## src/rtl/taus_pkg.sv

```systemverilog
// Shared constants, step helpers and FSM states for the taus88 generator.
// Masks, shift amounts and minimum seeds for the three components.
package taus_pkg;

  localparam int TAUS_W = 32;

  localparam logic [TAUS_W-1:0] MASK0 = 32'hFFFF_FFFE;
  localparam logic [TAUS_W-1:0] MASK1 = 32'hFFFF_FFF8;
  localparam logic [TAUS_W-1:0] MASK2 = 32'hFFFF_FFF0;

  localparam int SH0A = 12;
  localparam int SH0B = 13;
  localparam int SH0C = 19;
  localparam int SH1A = 4;
  localparam int SH1B = 2;
  localparam int SH1C = 25;
  localparam int SH2A = 17;
  localparam int SH2B = 3;
  localparam int SH2C = 11;

  localparam logic [TAUS_W-1:0] MIN0 = 32'd2;
  localparam logic [TAUS_W-1:0] MIN1 = 32'd8;
  localparam logic [TAUS_W-1:0] MIN2 = 32'd16;

  typedef enum logic [1:0] {
    ST_UNSEEDED,
    ST_WARMUP,
    ST_RUN
  } taus_state_e;

  function automatic logic [TAUS_W-1:0] step0(
    input logic [TAUS_W-1:0] s
  );
    return ((s & MASK0) << SH0A) ^ (((s << SH0B) ^ s) >> SH0C);
  endfunction

  function automatic logic [TAUS_W-1:0] step1(
    input logic [TAUS_W-1:0] s
  );
    return ((s & MASK1) << SH1A) ^ (((s << SH1B) ^ s) >> SH1C);
  endfunction

  function automatic logic [TAUS_W-1:0] step2(
    input logic [TAUS_W-1:0] s
  );
    return ((s & MASK2) << SH2A) ^ (((s << SH2B) ^ s) >> SH2C);
  endfunction

endpackage

```

## src/rtl/taus_lane.sv

```systemverilog
// One taus88 channel: three component registers, step and seed write.
// Ports: clk, reset_n, step, wr_en, sel, data in; sample out.
// Macro TAUS_SEED_FIX_EN: sanitise degenerate seeds on write.
module taus_lane
  import taus_pkg::*;
(
  input  logic              clk,
  input  logic              reset_n,
  input  logic              step,
  input  logic              wr_en,
  input  logic [1:0]        sel,
  input  logic [TAUS_W-1:0] data,
  output logic [TAUS_W-1:0] sample
);

  logic [TAUS_W-1:0] s0;
  logic [TAUS_W-1:0] s1;
  logic [TAUS_W-1:0] s2;
  logic [TAUS_W-1:0] w0;
  logic [TAUS_W-1:0] w1;
  logic [TAUS_W-1:0] w2;

  always_comb begin
    w0 = data;
    w1 = data;
    w2 = data;
`ifdef TAUS_SEED_FIX_EN
    // Seeds below the minimum would leave a component stuck at zero.
    if (data < MIN0) w0 = data | MIN0;
    if (data < MIN1) w1 = data | MIN1;
    if (data < MIN2) w2 = data | MIN2;
`endif
  end

  always_ff @(posedge clk or negedge reset_n) begin
    if (!reset_n) begin
      s0 <= '0;
      s1 <= '0;
      s2 <= '0;
    end else if (wr_en) begin
      unique case (1'b1)
        (sel == 2'd0): s0 <= w0;
        (sel == 2'd1): s1 <= w1;
        (sel == 2'd2): s2 <= w2;
        default: ;
      endcase
    end else if (step) begin
      s0 <= step0(s0);
      s1 <= step1(s1);
      s2 <= step2(s2);
    end
  end

  assign sample = s0 ^ s1 ^ s2;

endmodule

```

## src/rtl/taus_multi.sv

```systemverilog
// Multi-channel taus88 generator with warm-up and valid/ready output.
// Ports: seed write port, start, busy, out_valid/out_ready/out_data.
// Macro TAUS_SEED_FIX_EN (passed to lanes): seed sanitiser.
module taus_multi
  import taus_pkg::*;
#(
  parameter  int NUM_CH = 4,
  parameter  int WARMUP = 16,
  localparam int CH_W   = (NUM_CH > 1) ? $clog2(NUM_CH) : 1
) (
  input  logic                     clk,
  input  logic                     reset_n,
  input  logic                     seed_wr,
  input  logic [CH_W-1:0]          seed_ch,
  input  logic [1:0]               seed_sel,
  input  logic [TAUS_W-1:0]        seed_data,
  input  logic                     start,
  output logic                     busy,
  output logic                     out_valid,
  input  logic                     out_ready,
  output logic [NUM_CH*TAUS_W-1:0] out_data
);

  localparam int CNT_W =
    (WARMUP < 1) ? 1 : $clog2(WARMUP + 1);
  localparam logic [CNT_W-1:0] CNT_INIT = CNT_W'(WARMUP);

  taus_state_e      state_q;
  taus_state_e      state_d;
  logic [CNT_W-1:0] cnt_q;
  logic [CNT_W-1:0] cnt_d;
  logic             step;

  always_ff @(posedge clk or negedge reset_n) begin
    if (!reset_n) begin
      state_q <= ST_UNSEEDED;
      cnt_q   <= '0;
    end else begin
      state_q <= state_d;
      cnt_q   <= cnt_d;
    end
  end

  always_comb begin
    state_d = state_q;
    cnt_d   = cnt_q;
    step    = 1'b0;
    unique case (state_q)
      ST_UNSEEDED: begin
        if (start) begin
          state_d = (WARMUP == 0) ? ST_RUN : ST_WARMUP;
          cnt_d   = CNT_INIT;
        end
      end
      ST_WARMUP: begin
        step  = 1'b1;
        cnt_d = cnt_q - CNT_W'(1);
        if (cnt_q <= CNT_W'(1)) state_d = ST_RUN;
      end
      ST_RUN: begin
        step = out_ready;
        if (start) begin
          state_d = (WARMUP == 0) ? ST_RUN : ST_WARMUP;
          cnt_d   = CNT_INIT;
        end
      end
      default: state_d = ST_UNSEEDED;
    endcase
    // A seed write overrides everything, including a same-cycle fire.
    if (seed_wr) begin
      state_d = ST_UNSEEDED;
      cnt_d   = '0;
      step    = 1'b0;
    end
  end

  assign busy      = (state_q == ST_WARMUP);
  assign out_valid = (state_q == ST_RUN);

  for (genvar c = 0; c < NUM_CH; c++) begin : g_lane
    logic wr_en;
    assign wr_en = seed_wr && (seed_ch == CH_W'(c));
    taus_lane u_lane (
      .clk    (clk),
      .reset_n(reset_n),
      .step   (step),
      .wr_en  (wr_en),
      .sel    (seed_sel),
      .data   (seed_data),
      .sample (out_data[TAUS_W*c +: TAUS_W])
    );
  end

endmodule

```

## config.mk

```make
export PLATFORM = sky130hd
export DESIGN_NAME = taus_multi
export DESIGN_NICKNAME = d
export VERILOG_FILES = /design/src/rtl/taus_pkg.sv /design/src/rtl/taus_lane.sv /design/src/rtl/taus_multi.sv
export SDC_FILE = /design/constraint.sdc
export NUM_CORES = 1
export LEC_CHECK = 0
export ABC_AREA = 1
export CAP_MARGIN = 20
export CELL_PAD_IN_SITES_DETAIL_PLACEMENT = 0
export CELL_PAD_IN_SITES_GLOBAL_PLACEMENT = 2
export CORE_ASPECT_RATIO = 1.1
export CORE_UTILIZATION = 39
export CTS_BUF_LIST = sky130_fd_sc_hd__clkbuf_8
export CTS_CLUSTER_SIZE = 30
export DETAILED_ROUTE_END_ITERATION = 10
export PLACE_DENSITY = 0.88
export SLEW_MARGIN = 20
export SYNTH_ARGS = -nofsm -noshare
export SYNTH_HDL_FRONTEND = slang
export SYNTH_SLANG_ARGS = --single-unit
```

## constraint.sdc

```tcl
create_clock -name clk -period 3 [get_ports clk]
set_input_delay 0.75 -clock clk [delete_from_list [all_inputs] [get_ports clk]]
set_output_delay 0.75 -clock clk [all_outputs]
set_load 0.02 [all_outputs]
```

Word-level counts from Yosys, hierarchy flattened
Cells that the tools add are included.
{ "totals": {"elab_cells": 132, "register_bits": 391, "output_inout_bits": 130, "inputBits": 41} }
{ "op_classes": {"bitwise_logic": 32, "order_cmp": 1, "n_reduce_logical": 27, "addsub": 1, "n_eq_ne": 21, "muxes": 36} }
{ "ops": {"columns": ["operator", "n"], "rows": [
  ["32-bit 2-to-1 mux", 27],
  ["32-bit bitwise XOR", 20],
  ["32-bit by 13-bit bitwise XOR with 32-bit output", 4],
  ["32-bit by 21-bit bitwise XOR with 32-bit output", 4],
  ["32-bit by 7-bit bitwise XOR with 32-bit output", 4],
  ["2-bit AND reduction", 14],
  ["2-bit inequality test (second input constant)", 12],
  ["5-bit 2-to-1 mux", 2],
  ["5-bit one-hot mux with 2 select lines", 1],
  ["2-bit == test (second input constant)", 4],
  ["2-bit nonzero test", 4],
  ["2-bit by 1-bit == test with 1-bit output (second input constant)", 3],
  ["2-bit zero test", 3],
  ["2-bit 2-to-1 mux", 3],
  ["5-bit by 1-bit less-or-equal comparator with 1-bit output (second input constant)", 1],
  ["5-bit by 1-bit subtractor with 5-bit output (second input constant)", 1],
  ["1-bit logical AND", 4],
  ["2-bit one-hot mux with 2 select lines", 1],
  ["3-bit by 1-bit inequality test with 1-bit output (second input constant)", 1],
  ["3-bit by 2-bit inequality test with 1-bit output (second input constant)", 1],
  ["3-bit nonzero test", 1],
  ["1-bit one-hot mux with 2 select lines", 1],
  ["2-bit OR reduction", 1],
  ["1-bit 2-to-1 mux", 1]
]} }

Longest topological paths before layout
{ "depth": {"depth_word": 5, "ltp_mapped": 11, "depth_no_buf": 9} }

Modules after synthesis
Synthesis repeated with hierarchy kept, for this count alone.
{ "unflattened": {"hier_cells": 3166, "hier_area_um2": 22829.4} }
{ "by_module_without_submodules": {"columns": ["mod", "instances", "seq_area_each_um2", "cells_each", "area_each_um2"], "rows": [
  ["taus_lane at g_lane[1].u_lane ...", 3, 2402.3, 772, 5562.8],
  ["taus_lane at g_lane[0].u_lane", 1, 2402.3, 771, 5564.1],
  ["taus_multi", 1, 175.2, 79, 576.8]
]} }

Worst setup path before layout
No wires, ideal clock.
{ "synth_path": {"kind": "input-to-reg", "start": "in seed_wr", "end": "reg g_lane[0].u_lane.s1[14]", "required_ns": 2.883, "path_buffers": 4, "t_arrival_ns": 1.801, "cell_stages": 11, "setup_time_ns": 0.117, "path_slack_ns": 1.082, "path_cell_list": "buf_4 inv_2 nor3_4 buf_4 inv_2 buf_2 buf_2 nand2_1 nand2_1 nand2_1 nand2_1"} }
{ "synth_between": {"elab_chain_cells": 3, "word_cells_on_any_way": 6, "classes_between": "eq/ne (1); mux (2); reduce/logical (3)"} }
{ "synth_rtl": {"columns": ["element", "line", "text"], "rows": [
  ["start, declared", "taus_multi.sv:13", "input logic seed_wr,"],
  ["1-bit logical AND / 1-bit 2-to-1 mux (equally long branches)", "taus_multi.sv:82, taus_multi.sv:70", null],
  ["2-bit inequality test (no source line) / 2-bit nonzero test (equally long branches)", null, null],
  ["2-bit AND reduction (no source line)", null, null],
  ["end signal, assigned", "taus_lane.sv:43", "(sel == 2'd1): s1 <= w1;"],
  ["end signal, assigned", "taus_lane.sv:49", "s1 <= step1(s1);"],
  ["end, declared", "taus_lane.sv:17", "logic [TAUS_W-1:0] s1;"]
]} }
Several ways; a longest one is shown, not always the timed one.
A chain may end at the register's enable or synchronous reset.

Worst setup path in the final report
{ "layout_path": {"start": "reg g_lane[3].u_lane.s0[8]", "end": "out out_data[104]"} }
{ "layout_between": {"elab_chain_cells": 2} }
{ "layout_rtl": {"columns": ["element", "line", "text"], "rows": [
  ["start, declared", "taus_lane.sv:16", "logic [TAUS_W-1:0] s0;"],
  ["start signal, assigned", "taus_lane.sv:42", "(sel == 2'd0): s0 <= w0;"],
  ["start signal, assigned", "taus_lane.sv:48", "s0 <= step0(s0);"],
  ["32-bit bitwise XOR (2 in series)", "taus_lane.sv:54", "assign sample = s0 ^ s1 ^ s2;"],
  ["end, declared", "taus_multi.sv:21", "output logic [NUM_CH*TAUS_W-1:0] out_data"]
]} }
Every way passes these cells.

==> results.yml <==
detailed_routing:
  avgRoutedWirePerCell_um: 22.8
  num_vias: 21100
  routed_wl_um: 89400
  drt_iter0_drc: 2425
  first_pass_iters: 6
  vias_per_cell: 5.39
  drc: 0
  ant_nets: 0
floorplanning:
  start_util_pct: 39.4
  die_w_um: 232
  dieArea_um2: 58900
  core_um2: 57300
  ios: 171
  rows: 92
  die_height_um: 255
clock_network:
  clk_pin_slew_worst_paths_ps: 60
  htreeDepth: 3
  cts_buffers: 73
  cts_tree: "built"
  cts_setup_buffers: 0
  clk_latency_ps: 650
  clock_path_buffers: 3
  cts_hold_buf: 0
  cts-root-buf: "clkbuf_8"
  cts.sinks: 391
sta:
  max_slew_margin_pct: 43.8
  layout_setup_ws_ps: 27.9
  hold_viol_final: 0
  tns_ps: 0
  min_period_over_period_pct: 99.1
  tightestPinTransition_ps: 841
  fmax_mhz: 336
  setup_viol: 0
  skew_ps: 17.5
  rsz0062_at_grt: "false"
  fin_crit_ps: 2970
  maxSlewViolCount: 0
logic_synthesis:
  synth-xor-area-share_pct: 15.9
  yosysWarnings: 0
  synthAdderAreaFrac_pct: 0.332
  async_flop_share_pct: 100
  ys_types: 26
  netlist_instances: 2967
  synth_top_family_by_area: "simple AND/OR/NAND/NOR gates"
  synth_edf_count: 0
  syn-cell-area_um2: 22600
  synth_mux_area_share_pct: 0
  synth_top_area_share_pct: 43.3
  yosysSeqAreaShare_pct: 43.3
  synth_seq_cells: 391
  synth-simple-area-share_pct: 31.4
  ys.flop_type: "dfrtp_1"
  synth_top_cell_by_area: "dfrtp_1"
  synth_nets: 3014
  synthTopCellsByArea: "dfrtp_1, nand2_1, xnor2_1"
  synth-compound-area-share_pct: 4.46
  syn_avg_cell_area_um2: 7.62
setup_path:
  path_class: "reg2out"
  reg2reg_slack_ps: 920
  reg2reg_to: "g_lane[2].u_lane.s0[29]"
  r2r_start: "state_q[0]"
  end_kind: "primary output"
  startpoint: "g_lane[3].u_lane.s0[8]"
  cp_data_arrival_time_ps: 2220
  crit_path_start_kind: "register"
  required_ps: 2250
  r2r_cells: 10
  critPathMaxFanout: 4
global_route:
  grt_usage_pct: 30.7
  grt-ovfl-total: 0
  grt_pass1_wl_um: 135000
  grt_pass1_vias: 20500
  grt_max_degree: 84
  antenna_found_initial: 4
layout:
  syn2layout_area_growth_pct: 18.7
  fin_nets: 3161
  fill_cells: 5779
  drive_gt1_share_pct: 6.90
place:
  io_buffers: 170
  gp_congestion: 0.896
  dp_hpwl_um: 60900
  dp_slack_ps: 290
pwr:
  peakVddDrop_v: 0.000813
  power.density_nw_per_um2: 1310
  p_leak_nw: 13.5
  power_mw: 35.2
hold_path:
  holdCritPathClass: "in2async"
job:
  drv_cap: 0
run_status:
  status: "finished clean"
sequential cells by signal, indices dropped and copies added (netlist names):
register,count
g_lane.u_lane.s2,128
state_q,2
cnt_q,5
g_lane.u_lane.s0,128
g_lane.u_lane.s1,128
layout make-up:
class                           count  area (µm²)  share of cell area [%]
Inverter                           50         189                   0.704
Antenna cell                        3        7.51                  0.0280
Multi-Input combinational cell   2347       11900                    44.4
Tap cell                          752         941                    3.51
Clock inverter                     30         145                   0.541
Sequential cell                   391        9780                    36.5
Clock buffer                       89        1220                    4.56
Timing Repair Buffer              251        2640                    9.85
power by group:
part / leakage (nW) / total (mW) / switching [mW] / internal, mW
clock network: 0.801 / 5.13 / 2.40 / 2.73
logic: 7.59 / 19.2 / 10.5 / 8.67
registers: 5.12 / 10.8 / 3.34 / 7.49
synth_stat cells (all sizes together) (4+ instances only):
master     n
nor3       4
nand3    412
o21ai    199
xor2      22
nand2   1300
dfrtp    391
nor2      13
inv       49
ha         6
xnor2    388
buf      105
clkbuf    74
cells by family (layout without fill, tap and decap cells):
family	after synthesis	count (layout)
adders and majority gates	6	6
buffers and inverters	229	420
DFF	391	391
AOI/OAI and AO/OA	201	201
other	0	3
xor gates and xnor gates	410	410
and+or+nand+nor	1730	1730
worst max-delay path by stage:
stage | to | slack (ps) | cells after the start
after floorplan | g_lane[0].u_lane.s1[14] | 1080 | 11
after global placement | g_lane[0].u_lane.s2[3] | 290 | 10
after detailed placement | g_lane[0].u_lane.s2[3] | 290 | 10
after CTS | out_data[127] | 2 | 3
after global routing | out_data[87] | 3 | 3
final | out_data[104] | 30 | 3
cells in the final DEF, fill, tap and decap left out, types with 6 or more instances in the layout:
cell type and n:
xnor2_2 14, o21ai_0 190, inv_2 6, nor2_1 13, dlymetal6s2s_1 15, dfrtp_1 391
xnor2_1 374, nand2_1 1284, o21ai_1 9, buf_12 28, nand3_1 409, inv_1 69
clkdlybuf4s50_1 106, ha_1 6, nand2_2 14, clkbuf_8 89, buf_4 53, xor2_1 20
dlygate4sd2_1 48
routing by layer:
metal | global-route usage [%] | up-vias | share of wire [%]
li1 | - | 9707 | -
met1 | 42.0 | 10200 | 43
met2 | 46.9 | 992 | 45
met3 | 6.90 | 168 | 8.8
met4 | 12.3 | 2 | 3.8
met5 | 0 | - | 0.021
what timing repair did:
| item | in CTS | in global routing |
|---|---|---|
| gates resized for setup | 62 | 17 |
| pin swaps | 2 | 0 |
| endpoints found under the setup margin | 51 | 16 |
critical path, stage by stage (launching register included):
cell and delay [ps]:
dfrtp_1 440, xnor2_1 160, xnor2_1 300, clkdlybuf4s50_1 670
metrics by stage:
stage | hold WS (ps) | cell area, µm² | instances | util (%)
2_1_floorplan | 454 | 22600 | 2967 | -
3_3_place_gp | 491 | 25400 | 3791 | 44.2
3_5_place_dp | 498 | 25400 | 3791 | 44.2
4_1_cts | 20.9 | 26800 | 3910 | 46.7
5_1_grt | 28.5 | 26800 | 3911 | 46.8
6_report | 15.6 | 26800 | 3913 | 46.8
Note: power is estimated with default switching activity, not from simulation.
